==> config.mk <==
export PLATFORM = sky130hd
export DESIGN_NAME = ifetch_queue
export DESIGN_NICKNAME = d
export VERILOG_FILES = /design/src/rtl/cpu_pkg.sv /design/src/rtl/ifq_fifo.sv /design/src/rtl/ifetch_queue.sv
export SDC_FILE = /design/constraint.sdc
export NUM_CORES = 1
export LEC_CHECK = 0
export BUFFER_PORTS_ARGS = -buffer_cell sky130_fd_sc_hd__buf_2
export CELL_PAD_IN_SITES_DETAIL_PLACEMENT = 1
export CELL_PAD_IN_SITES_GLOBAL_PLACEMENT = 2
export CORE_ASPECT_RATIO = 0.7
export CORE_UTILIZATION = 25
export DETAILED_ROUTE_END_ITERATION = 7
export PLACE_DENSITY_LB_ADDON = 0.1
export SLEW_MARGIN = 10
export SYNTH_ARGS = -nofsm -noshare
export SYNTH_HDL_FRONTEND = slang
export SYNTH_SLANG_ARGS = --single-unit
==> constraint.sdc <==
create_clock -name clk -period 2.8 [get_ports clk]
set_clock_uncertainty 0.2 [all_clocks]
set_input_delay 0.56 -clock clk [delete_from_list [all_inputs] [get_ports clk]]
set_output_delay 0.56 -clock clk [all_outputs]
set_load 0.05 [all_outputs]
==> src/rtl/cpu_pkg.sv <==
// rtl/cpu_pkg.sv - shared fetch types and constants for the instruction front end
package cpu_pkg;

   localparam int PC_W    = 16;
   localparam int INSTR_W = 16;

   typedef logic [PC_W-1:0]    pc_t;
   typedef logic [INSTR_W-1:0] instr_t;

   typedef struct packed {
      instr_t instr;
      pc_t    pc;
   } fetch_entry_t;

   localparam pc_t RESET_PC = '0;

endpackage

==> src/rtl/ifq_fifo.sv <==
// rtl/ifq_fifo.sv - ring buffer of fetch entries with push/pop and dominant synchronous flush
module ifq_fifo
   import cpu_pkg::*;
#(
   parameter int DEPTH = 4
) (
   input  logic                   clk,
   input  logic                   rst,
   input  logic                   push,
   input  fetch_entry_t           push_data,
   input  logic                   pop,
   input  logic                   flush,
   output fetch_entry_t           head,
   output logic                   empty,
   output logic [$clog2(DEPTH):0] count
);

   localparam int AW = $clog2(DEPTH);
   localparam int CW = AW + 1;

   fetch_entry_t  mem [DEPTH];
   logic [AW-1:0] rd_ptr;
   logic [AW-1:0] wr_ptr;

   // Pointers wrap naturally because DEPTH is a power of two.
   always_ff @(posedge clk) begin
      if (rst || flush) begin
         rd_ptr <= '0;
         wr_ptr <= '0;
         count  <= '0;
      end else begin
         if (push) begin
            mem[wr_ptr] <= push_data;
            wr_ptr      <= wr_ptr + AW'(1);
         end
         if (pop) begin
            rd_ptr <= rd_ptr + AW'(1);
         end
         case ({push, pop})
            2'b10:   count <= count + CW'(1);
            2'b01:   count <= count - CW'(1);
            default: count <= count;
         endcase
      end
   end

   assign empty = (count == '0);
   assign head  = empty ? '0 : mem[rd_ptr];

endmodule

==> src/rtl/ifetch_queue.sv <==
// rtl/ifetch_queue.sv - irom fetch front end with in-order decode queue; IFQ_BYPASS_EN adds empty-queue bypass
module ifetch_queue
   import cpu_pkg::*;
#(
   parameter int DEPTH = 4
) (
   input  logic               clk,
   input  logic               rst,
   output logic               imem_en,
   output logic [PC_W-1:0]    imem_addr,
   input  logic [INSTR_W-1:0] imem_rdata,
   output logic               dec_valid,
   input  logic               dec_ready,
   output logic [INSTR_W-1:0] dec_instr,
   output logic [PC_W-1:0]    dec_pc,
   input  logic               redirect_valid,
   input  logic [PC_W-1:0]    redirect_pc,
   output logic [PC_W-1:0]    pc_q
);

   localparam int CW = $clog2(DEPTH) + 1;

   logic          inflight_q;
   pc_t           issued_pc_q;
   logic [CW-1:0] count;
   logic [CW:0]   credit_need;
   logic          live;
   logic          fifo_push;
   logic          fifo_pop;
   logic          fifo_empty;
   fetch_entry_t  resp;
   fetch_entry_t  head;

   // Reserve a slot for every outstanding request so a response can never find the queue full.
   assign credit_need = {1'b0, count} + (CW+1)'(inflight_q) + (CW+1)'(1);
   assign imem_en     = !rst && !redirect_valid && (credit_need <= (CW+1)'(DEPTH));
   assign imem_addr   = pc_q;

   // A response landing in a flush or reset cycle belongs to the old path and is dropped.
   assign live = inflight_q && !redirect_valid && !rst;
   assign resp = {imem_rdata, issued_pc_q};

`ifdef IFQ_BYPASS_EN
   logic bypass;
   assign bypass    = live && fifo_empty;
   assign dec_valid = !fifo_empty || bypass;
   assign dec_instr = bypass ? imem_rdata  : head.instr;
   assign dec_pc    = bypass ? issued_pc_q : head.pc;
   assign fifo_push = live && !(bypass && dec_ready);
`else
   assign dec_valid = !fifo_empty;
   assign dec_instr = head.instr;
   assign dec_pc    = head.pc;
   assign fifo_push = live;
`endif

   assign fifo_pop = !fifo_empty && dec_ready;

   always_ff @(posedge clk) begin
      if (rst) begin
         pc_q        <= RESET_PC;
         inflight_q  <= 1'b0;
         issued_pc_q <= RESET_PC;
      end else begin
         inflight_q <= imem_en;
         if (imem_en) begin
            issued_pc_q <= pc_q;
         end
         if (redirect_valid) begin
            pc_q <= redirect_pc;
         end else if (imem_en) begin
            pc_q <= pc_q + PC_W'(1);
         end
      end
   end

   ifq_fifo #(
      .DEPTH(DEPTH)
   ) u_fifo (
      .clk       (clk),
      .rst       (rst),
      .push      (fifo_push),
      .push_data (resp),
      .pop       (fifo_pop),
      .flush     (redirect_valid),
      .head      (head),
      .empty     (fifo_empty),
      .count     (count)
   );

endmodule

# Word-level counts from Yosys, hierarchy flattened
# Memories as Yosys holds them, arrays and structs flattened. A register that Yosys moved wholly into a read port is not among the register bits.
# Cells that the tools add are included.
[word_totals] ff_bits=40 inputBits=36 memories=1 mem_bits_rw=128
[memory_table] name="u_fifo.mem" words=4 word_bits=32 rd=1 rd_clocked_by_memory_dff=1 wr=1 line="ifq_fifo.sv:21" source="fetch_entry_t mem [DEPTH];"
[op_classes] reduce_logical=12 n_addsub=7 order_cmp=1 mux=9 n_eq_ne=2
[ops] cell="$mux W16" n=2
[ops] cell="$mux W32" n=1
[ops] cell="$add A16 B1 Y16 const B" n=1
[ops] cell="$pmux W3 S2" n=1
[ops] cell="$logic_and A1 B1 Y1" n=5
[ops] cell="$add A2 B1 Y2 const B" n=2
[ops] cell="$add A3 B1 Y4" n=1
[ops] cell="$add A4 B1 Y4 const B" n=1
[ops] cell="$le A4 B3 Y1 const B" n=1
[ops] cell="$mux W2" n=2
[ops] cell="$reduce_bool A2 Y1" n=2
[ops] cell="$add A3 B1 Y3 const B" n=1
[ops] cell="$logic_not A1 Y1" n=3
[ops] cell="$logic_not A3 Y1" n=1
[ops] cell="$mux W1" n=3
[ops] cell="$sub A3 B1 Y3 const B" n=1
[ops] cell="$eq A2 B1 Y1 const B" n=1
[ops] cell="$eq A2 B2 Y1 const B" n=1
[ops] cell="$logic_or A1 B1 Y1" n=1

# Depth between registers and ports, before layout
# Gate-level depths: netlist of run 1.
[logic_depth] word_depth=6 ltp_mapped=12

# By module
# A second synthesis of run 1 with hierarchy kept.
[hier_totals] hier_cells=440 hier_area_um2=7013.0
[by_module_without_submodules] mod="ifq_fifo" cells_each=250 seq_area_each_um2=4023.9 n_inst=1 area_each_um2=5291.3
[by_module_without_submodules] mod="ifetch_queue" cells_each=190 seq_area_each_um2=660.6 n_inst=1 area_each_um2=1721.7

# Worst setup path after synthesis of run 1
# No wires, ideal clock.
[synth_path] path_type="register to output" start="register inflight_q" end="output port imem_en" n_path_buf=3 t_arrival_ns=2.008 stages_incl_launch_ff=11 setup_slack_ns=0.032 cell_sequence="dfxtp_1 clkbuf_1 inv_1 ha_1 inv_1 ha_1 nor2b_1 o221ai_4 inv_2 buf_6 buf_2"
[synth_between] elab_chain_cells=4
[synth_rtl] item="from (decl)" line="ifetch_queue.sv:23" source="logic inflight_q;"
[synth_rtl] item="from (signal assigned)" line="ifetch_queue.sv:65" source="inflight_q <= imem_en;"
[synth_rtl] item="$add A3 B1 Y4" line="ifetch_queue.sv:35" source="assign credit_need = {1'b0, count} + (CW+1)'(inflight_q) + (CW+1)'(1);"
[synth_rtl] item="$add A4 B1 Y4" line="ifetch_queue.sv:35"
[synth_rtl] item="$le A4 B3 Y1" line="ifetch_queue.sv:36" source="assign imem_en = !rst && !redirect_valid && (credit_need <= (CW+1)'(DEPTH));"
[synth_rtl] item="$logic_and A1 B1 Y1" line="ifetch_queue.sv:36"
[synth_rtl] item="to (decl)" line="ifetch_queue.sv:9" source="output logic imem_en,"
# No other way between the ends.

==> results of run 1 <==
==> layout make-up <==
| class | count | share of cell area |
|---|---|---|
| clock inverters | 14 | 0.0203 |
| flip-flops and latches | 170 | 0.544 |
| multi-input cells | 245 | 0.239 |
| inverters | 12 | 0.00522 |
| well taps | 364 | 0.0528 |
| repair buffers | 119 | 0.0894 |
| clock buffers | 17 | 0.0493 |
==> routing by layer <==
layer,up-vias,routed length [um]
met2,69,7900
li1,1955,-
met1,2139,8890
met4,0,185
met3,13,615
met5,-,0
==> sequential cells by signal (all words and copies together) (netlist names), named ones only <==
register,count
imem_addr,16
u_fifo.mem,128
u_fifo.rd_ptr,2
inflight_q,1
u_fifo.count,3
u_fifo.wr_ptr,2
issued_pc_q,16
==> what timing repair did <==
item	in CTS	in global routing
resized for setup	16	5
buffers inserted	1	0
cloned	1	0
pin swaps	0	0
setup endpoints to repair	28	19
==> power breakdown <==
group          internal, mW  switching [mW]
clock                  1.28            1.10
combinational        0.0960           0.233
sequential             2.73          0.0488
total                  4.10            1.38
==> worst max path at each step <==
stage / startpoint / end / cells after the start
floorplan: inflight_q / imem_en / 10
global placement: inflight_q / imem_addr[13] / 9
detailed placement: inflight_q / imem_addr[9] / 9
CTS: flip-flop / dec_pc[6] / 4
global route: flip-flop / dec_instr[4] / 4
finish: flip-flop / dec_pc[10] / 4
==> worst max-delay path, stage by stage (launching register included) <==
cell and delay [ns]:
dfxtp_4 0.43, buf_12 0.18, mux4_2 0.55, and2_1 0.18
buf_2 0.21
==> metrics by stage <==
step | instance area, um2 | instances | power (mW) | TNS [ns]
after floorplan | 7020 | 470 | 3.05 | 0
after CTS | 8610 | 941 | 5.56 | -0.0215
after global routing | 8630 | 941 | 5.69 | -0.253
after global placement | 7930 | 908 | 3.15 | 0
final | 8630 | 941 | 5.48 | 0
after detailed placement | 7930 | 908 | 3.16 | 0
==> cells by family (layout without fill, tap and decap cells) <==
family                     after synthesis  after routing
and+or+nand+nor                        137            137
xor gates and xnor gates                 6              6
adders and majority gates                9              9
buffers and inverters                   55            162
muxes                                   38             38
DFF                                    170            170
AOI/OAI and AO/OA                       55             55
==> cell usage in the layout (no fill, tap or decap), types with 2 or more instances in the layout <==
| cell type | synthesis | layout |
|---|---|---|
| a21oi_1 | 20 | 20 |
| a22oi_1 | 3 | 3 |
| a31oi_1 | 8 | 8 |
| and2_1 | 33 | 33 |
| and3_1 | 6 | 2 |
| and3_2 | 0 | 4 |
| and4_1 | 4 | 4 |
| buf_12 | 0 | 6 |
| buf_2 | 11 | 90 |
| buf_4 | 18 | 19 |
| buf_6 | 1 | 2 |
| clkbuf_16 | 0 | 17 |
| clkinv_4 | 0 | 2 |
| clkinv_8 | 0 | 3 |
| dfxtp_1 | 42 | 39 |
| dfxtp_2 | 0 | 2 |
| edfxtp_1 | 128 | 128 |
| ha_1 | 8 | 7 |
| inv_1 | 11 | 10 |
| inv_2 | 1 | 2 |
| inv_6 | 0 | 3 |
| inv_8 | 0 | 4 |
| mux2_2 | 3 | 3 |
| mux2i_1 | 3 | 3 |
| mux4_2 | 32 | 32 |
| nand2_1 | 49 | 49 |
| nand2b_1 | 5 | 5 |
| nand3_1 | 10 | 10 |
| nand4_1 | 2 | 2 |
| nor2_1 | 13 | 13 |
| nor3_1 | 3 | 3 |
| o21ai_0 | 4 | 4 |
| o22ai_1 | 4 | 4 |
| o311ai_0 | 5 | 5 |
| o31a_1 | 2 | 2 |
| or3_1 | 3 | 3 |
| or4_1 | 4 | 4 |
| xnor2_1 | 3 | 2 |
| xor2_1 | 3 | 3 |
==> reports/qor.csv, run 1 <==
stage;metric;value;unit
route;antenna viol nets, final;0;
route;aggregate routed wire length;17600;um
synthesis;netlist area before placement;7020;um2
sta;max_slew headroom;0.699;
synthesis;largest family of logic cells by synthesized area;multiplexers;
worst_setup_path;largest fanout on the critical path;10;
synthesis;post-synthesis compound-gate area fraction;0.0533;
grt;met3 usage in global routing;0.0325;
synthesis;mean instance size in the synthesized netlist;14.9;um2
layout;register cell area after layout;4690;um2
placement;detailed-placement wirelength estimate;11400;um
hold_path;startpoint of the worst hold path;imem_rdata[3];
sta;Worst-Margin Slew;0.452;ns
layout;Layout Utilization;0.318;
clock_network;CTS buffer count;17;
layout;Filler cells;2872;
worst_setup_path;CP Data Required Time;2.04;ns
grt;GR Layer Usage met2;0.203;
floorplan;Die Span Y;142;um
floorplan;width of the die;202;um
synthesis;Post-synth EDFFs;128;
synthesis;share of flip-flops with an asynchronous set or reset after synthesis;0;
floorplan;CORE AREA;27200;um2
sta;worst setup margin;0.0566;ns
grt;maximum number of pins on one net before global-route repair;40;
placement;Routability Congestion;0.696;
layout;synth-to-layout area growth;22.9;%
floorplan;initial standard-cell utilization of the core;0.259;
worst_setup_path;reg2reg path depth;9;
floorplan;Total Die Area;28800;um2
route;number of remaining DRC errors;0;
synthesis;cell types occupying the most area after synthesis;edfxtp_1 55%, dfxtp_1 12%, mux4_2 10%;
sta;Setup Viol. Count Final;0;
route;routed len/inst;18.7;um
grt;global routing's busiest layer;met2;
clock_network;number of buffers inserted for hold repair after clock tree synthesis;0;
placement;number of buffers inserted by port buffering;101;
hold_path;path type of the worst min-delay path;in -> reg;
sta;Fmax achieved;365;MHz
grt;antenna violations before repair;0;
worst_setup_path;worst reg2reg setup slack;0.36;ns
route;drt via density;4.44;
sta;number of max-slew violations in the final report;0;
worst_setup_path;endpoint arrival time on the critical path;1.98;ns
route;Pre-antenna DRT Iters;6;
synthesis;library cells used by synthesis;49;
sta;Final Hold Slack;0.143;ns
job;max-capacitance violation count;0;
worst_setup_path;critical path type;reg -> out;
synthesis;Synth Warn #;0;
grt;global-route wire length before repair;27600;um
worst_setup_path;startpoint of the lowest-slack register-to-register path;inflight_q;
synthesis;Synth Area in Simple Gates;0.100;
clock_network;master cell of the clock root buffer;clkbuf_16;
clock_network;clock sink total;170;
pwr;P per Cell Area;635;nW/um2
layout;post-layout net count;610;
grt;global router's overall resource usage;0.130;
layout;antenna cell count;0;
route;violation count after the first detailed-route iteration;176;
synthesis;area share of the largest cell type after synthesis;0.547;
synthesis;multiplexer area fraction after synthesis;0.112;
floorplan;I/O Pins;102;
sta;count of endpoints failing hold in the final timing report;0;
clock_network;Skew-Pair Late Insertion Delay;0.44;ns
worst_setup_path;type of element launching the critical path;flip-flop;
worst_setup_path;R2R Path End;imem_addr[9];
hold_path;hold endpoint;u_fifo.mem[0][19];
clock_network;CTS max path bufs;2;
synthesis;largest area contributor in the synthesized netlist;edfxtp_1;
hold_path;worst hold path stage count;1;
pwr;Max IR drop VDD;0.371;mV
synthesis;parity-gate share of the synthesized area counting xor and xnor cells;0.00749;
synthesis;top cells by count, synth;128 x edfxtp_1, 49 x nand2_1, 42 x dfxtp_1;
clock_network;number of levels in the clock H-tree;4;
grt;final global-route overflow total;0;
synthesis;Cells after Synth;470;
pwr;Lkg Pwr;3.11;nW
synthesis;number of storage elements in the synthesis netlist;170;
status;result of the run;finished clean;
sta;final critical-path required period;2.74;ns
floorplan;number of standard-cell rows in the floorplan;50;
placement;worst slack, placed;0.193;ns
route;total vias in the final route;4176;
grt;vias in the first global route;4587;
sta;share of the cycle needed by the critical path after routing;0.980;
synthesis;Synth Area in Adders;0.0171;
clock_network;clock tree from TritonCTS;yes;
synthesis;most common cell in the netlist;edfxtp_1;
synthesis;prevailing post-synth register cell;edfxtp_1;
sta;unrepaired setup endpoints after global routing;yes;
layout;layout cell share with drive strength beyond 1;0.348;
synthesis;synthesized netlist net count;515;
grt;met1 Use GR;0.179;
synthesis;share of synthesized area occupied by flip-flops and latches;0.667;
clock_network;Clk pin slew, worst setup/hold paths;0.08;ns
layout;area of the multi-input gates;2060;um2
worst_setup_path;crit path capture type;primary output;
No activity file was read; power rests on OpenSTA's default activity.
==> run 2: changes to the inputs <==
--- a/config.mk
+++ b/config.mk
@@ -9,6 +9,7 @@
 export CELL_PAD_IN_SITES_DETAIL_PLACEMENT = 1
 export CELL_PAD_IN_SITES_GLOBAL_PLACEMENT = 2
 export CORE_ASPECT_RATIO = 0.7
+export CORE_MARGIN = 3
 export CORE_UTILIZATION = 25
 export DETAILED_ROUTE_END_ITERATION = 7
 export PLACE_DENSITY_LB_ADDON = 0.1
==> constraint.sdc (replaced) <==
create_clock -name clk -period 3.3 [get_ports clk]
set_clock_uncertainty 0.2 [all_clocks]
set_input_delay 0.66 -clock clk [delete_from_list [all_inputs] [get_ports clk]]
set_output_delay 0.66 -clock clk [all_outputs]
set_load 0.05 [all_outputs]
==> reports/qor.csv, run 2 (same netlist as run 1, synthesis figures left out) <==
stage;metric;value;unit;change
status;result of the run;finished clean;;
grt;final global-route overflow total;0;;unchanged
layout;largest reg by FF count;u_fifo.mem;;
sta;Final Hold Slack;0.243;ns;+0.101 ns
sta;share of the cycle needed by the critical path after routing;0.947;;
pwr;switch share;0.247;;-0.00537
worst_setup_path;critical path type;reg -> out;;
clock_network;Skew-Pair Late Insertion Delay;0.44;ns;about the same
job;max-capacitance violation count;0;;unchanged
placement;number of buffers inserted by port buffering;101;;unchanged
worst_setup_path;largest stage delay on the critical path;0.33;ns;-0.22 ns
sta;Setup Viol. Count Final;0;;unchanged
worst_setup_path;type of element launching the critical path;flip-flop;;
worst_setup_path;Critical-path top delay cell;dfxtp_1;;
hold_path;path type of the worst min-delay path;in -> reg;;
pwr;Flop pwr share;0.517;;+0.011
sta;Worst-Margin Slew;0.558;ns;+0.107 ns
floorplan;width of the die;206;um;+2.0%
placement;instance area at placement;7880;um2;-0.57%
worst_setup_path;CP cell instances;inv_1, ha_1, inv_1, ha_1, nor2b_1, o221ai_4, inv_2, buf_2;;
pwr;Lkg Pwr;3.08;nW;-1.1%
route;total vias in the final route;4140;;-0.86%
worst_setup_path;endpoint arrival time on the critical path;2.27;ns;+0.29 ns
worst_setup_path;CP Data Required Time;2.44;ns;+0.40 ns
layout;Finished Layout Cells;939;;-0.21%
route;drt via density;4.41;;-0.65%
floorplan;initial standard-cell utilization of the core;0.259;;unchanged
sta;unrepaired setup endpoints after global routing;no;;
route;routed len/inst;18.4;um;-1.7%
worst_setup_path;dominant delay contributor by cell family on the critical path;buffers and inverters;;
pwr;Max IR drop VDD;0.292;mV;-21%
pwr;Combinational Power Share;0.058;;-0.002
placement;detailed-placement wirelength estimate;11400;um;+0.49%
route;aggregate routed wire length;17200;um;-1.9%
floorplan;Die Span Y;146;um;+2.8%
placement;Routability Congestion;0.705;;+1.2%
clock_network;Clk pin slew, worst setup/hold paths;0.07;ns;about the same
layout;layout cell share with drive strength beyond 1;0.339;;-0.00922
floorplan;CORE AREA;27200;um2;unchanged
layout;synth-to-layout area growth;20.4;%;
placement;Placed Cells incl. Taps;907;;-0.11%
layout;commonest cells after routing, fill and taps aside;128 x edfxtp_1, 101 x buf_2, 49 x nand2_1, 39 x dfxtp_1, 33 x and2_1;;
route;Pre-antenna DRT Iters;4;;-2
route;antenna viol nets, final;0;;unchanged
clock_network;clock tree from TritonCTS;yes;;
route;number of remaining DRC errors;0;;unchanged
grt;antenna violations before repair;0;;unchanged
sta;max_slew headroom;0.628;;-0.0711
sta;number of max-slew violations in the final report;0;;unchanged
layout;antenna cell count;0;;unchanged
pwr;Psw;1.12;mW;-19%
worst_setup_path;crit path capture type;primary output;;
sta;final critical-path required period;3.13;ns;
pwr;P per Cell Area;539;nW/um2;-15%
grt;global router's overall resource usage;0.119;;-0.0113
clock_network;number of levels in the clock H-tree;4;;unchanged
grt;vias in the first global route;4479;;-2.4%
grt;maximum number of pins on one net before global-route repair;40;;unchanged
pwr;relative contribution of the clock network to total power;0.424;;-0.010
sta;count of endpoints failing hold in the final timing report;0;;unchanged
layout;number of flip-flops in the largest register;128;;unchanged
floorplan;number of standard-cell rows in the floorplan;50;;unchanged
grt;global-route wire length before repair;26800;um;-2.9%
layout;most common library cell in the layout ignoring fill and taps;edfxtp_1;;
clock_network;CTS buffer count;17;;unchanged
clock_network;clock sink total;170;;unchanged
worst_setup_path;number of buffers and inverters on the critical path;4;;+2
pwr;internal power summed over all cells;3.43;mW;-16%
floorplan;Total Die Area;30200;um2;+4.8%
clock_network;master cell of the clock root buffer;clkbuf_16;;
worst_setup_path;largest fanout on the critical path;12;;+2
clock_network;post-CTS repair timing setup buffer count;0;;-1
sta;final setup TNS;0;ns;unchanged
sta;Fmax achieved;320;MHz;
layout;post-layout net count;607;;-0.49%
clock_network;CTS max path bufs;2;;unchanged
route;violation count after the first detailed-route iteration;160;;-9.1%
floorplan;I/O Pins;102;;unchanged
pwr;sum of internal, switching and leakage power;4.56;mW;-17%
layout;Finished Cell Area;8450;um2;-2.0%
==> run 2: changes by cell type in the layout (fill, tap and decap cells not counted), sizes merged <==
| cell | delta |
|---|---|
| clkinv | +1 |
| clkbuf | +1 |
| buf | -2 |
| clkinvlp | -1 |
| bufinv | -1 |
==> run 2: per-layer routing <==
metal  vias to the layer above  GRT usage  routed length (um)  part of all wire
met5                         -          0                   0                 0
met4                         0     0.0387                 218             0.013
met3                        15     0.0287                 742             0.043
met2                        71      0.185                8000              0.46
met1                      2107      0.164                8290              0.48
li1                       1947          -                   -                 -
==> run 2: final timing paths <==
check | cells past startpoint | slack (ns) | end | from
worst min register to register | 2 | 0.30 | issued_pc_q[10] | issued_pc_q[10]
worst max-delay path | 8 | 0.17 | imem_en | u_fifo.count[0]
worst max register to register | 10 | 0.63 | imem_addr[7] | u_fifo.count[0]
worst min-delay path | 1 | 0.24 | u_fifo.mem[1][22] | imem_rdata[6]
==> run 2: per-stage QoR <==
stage,setup WS (ns),util
after floorplan,0.432,-
after detailed placement,0.549,0.290
after CTS,0.0307,0.311
final,0.173,0.311
after global routing,0.0206,0.311
after global placement,0.590,0.290
==> run 2: power groups by stage <==
stage,Clock [mW],Combinational [mW],Sequential (mW)
6_report,1.94,0.266,2.36
5_1_grt,2.08,0.288,2.36
4_1_cts,1.99,0.272,2.36
3_5_place_dp,0,0.271,2.41
3_3_place_gp,0,0.268,2.40
2_1_floorplan,0,0.161,2.43
==> run 2: cell type report <==
class / count / area, um2
multi-input cells: 245 / 2040
flip-flops and latches: 170 / 4690
clock buffers: 19 / 464
repair buffers: 116 / 656
clock inverters: 13 / 101
inverters: 12 / 45.0
fillers: 2922 / 18700
well taps: 364 / 455
==> run 2: timing repair <==
item / 4_1_cts / 5_1_grt
resized for setup: 0 / 1
endpoints found under the setup margin: 0 / 1
hold buffers: 0 / 0
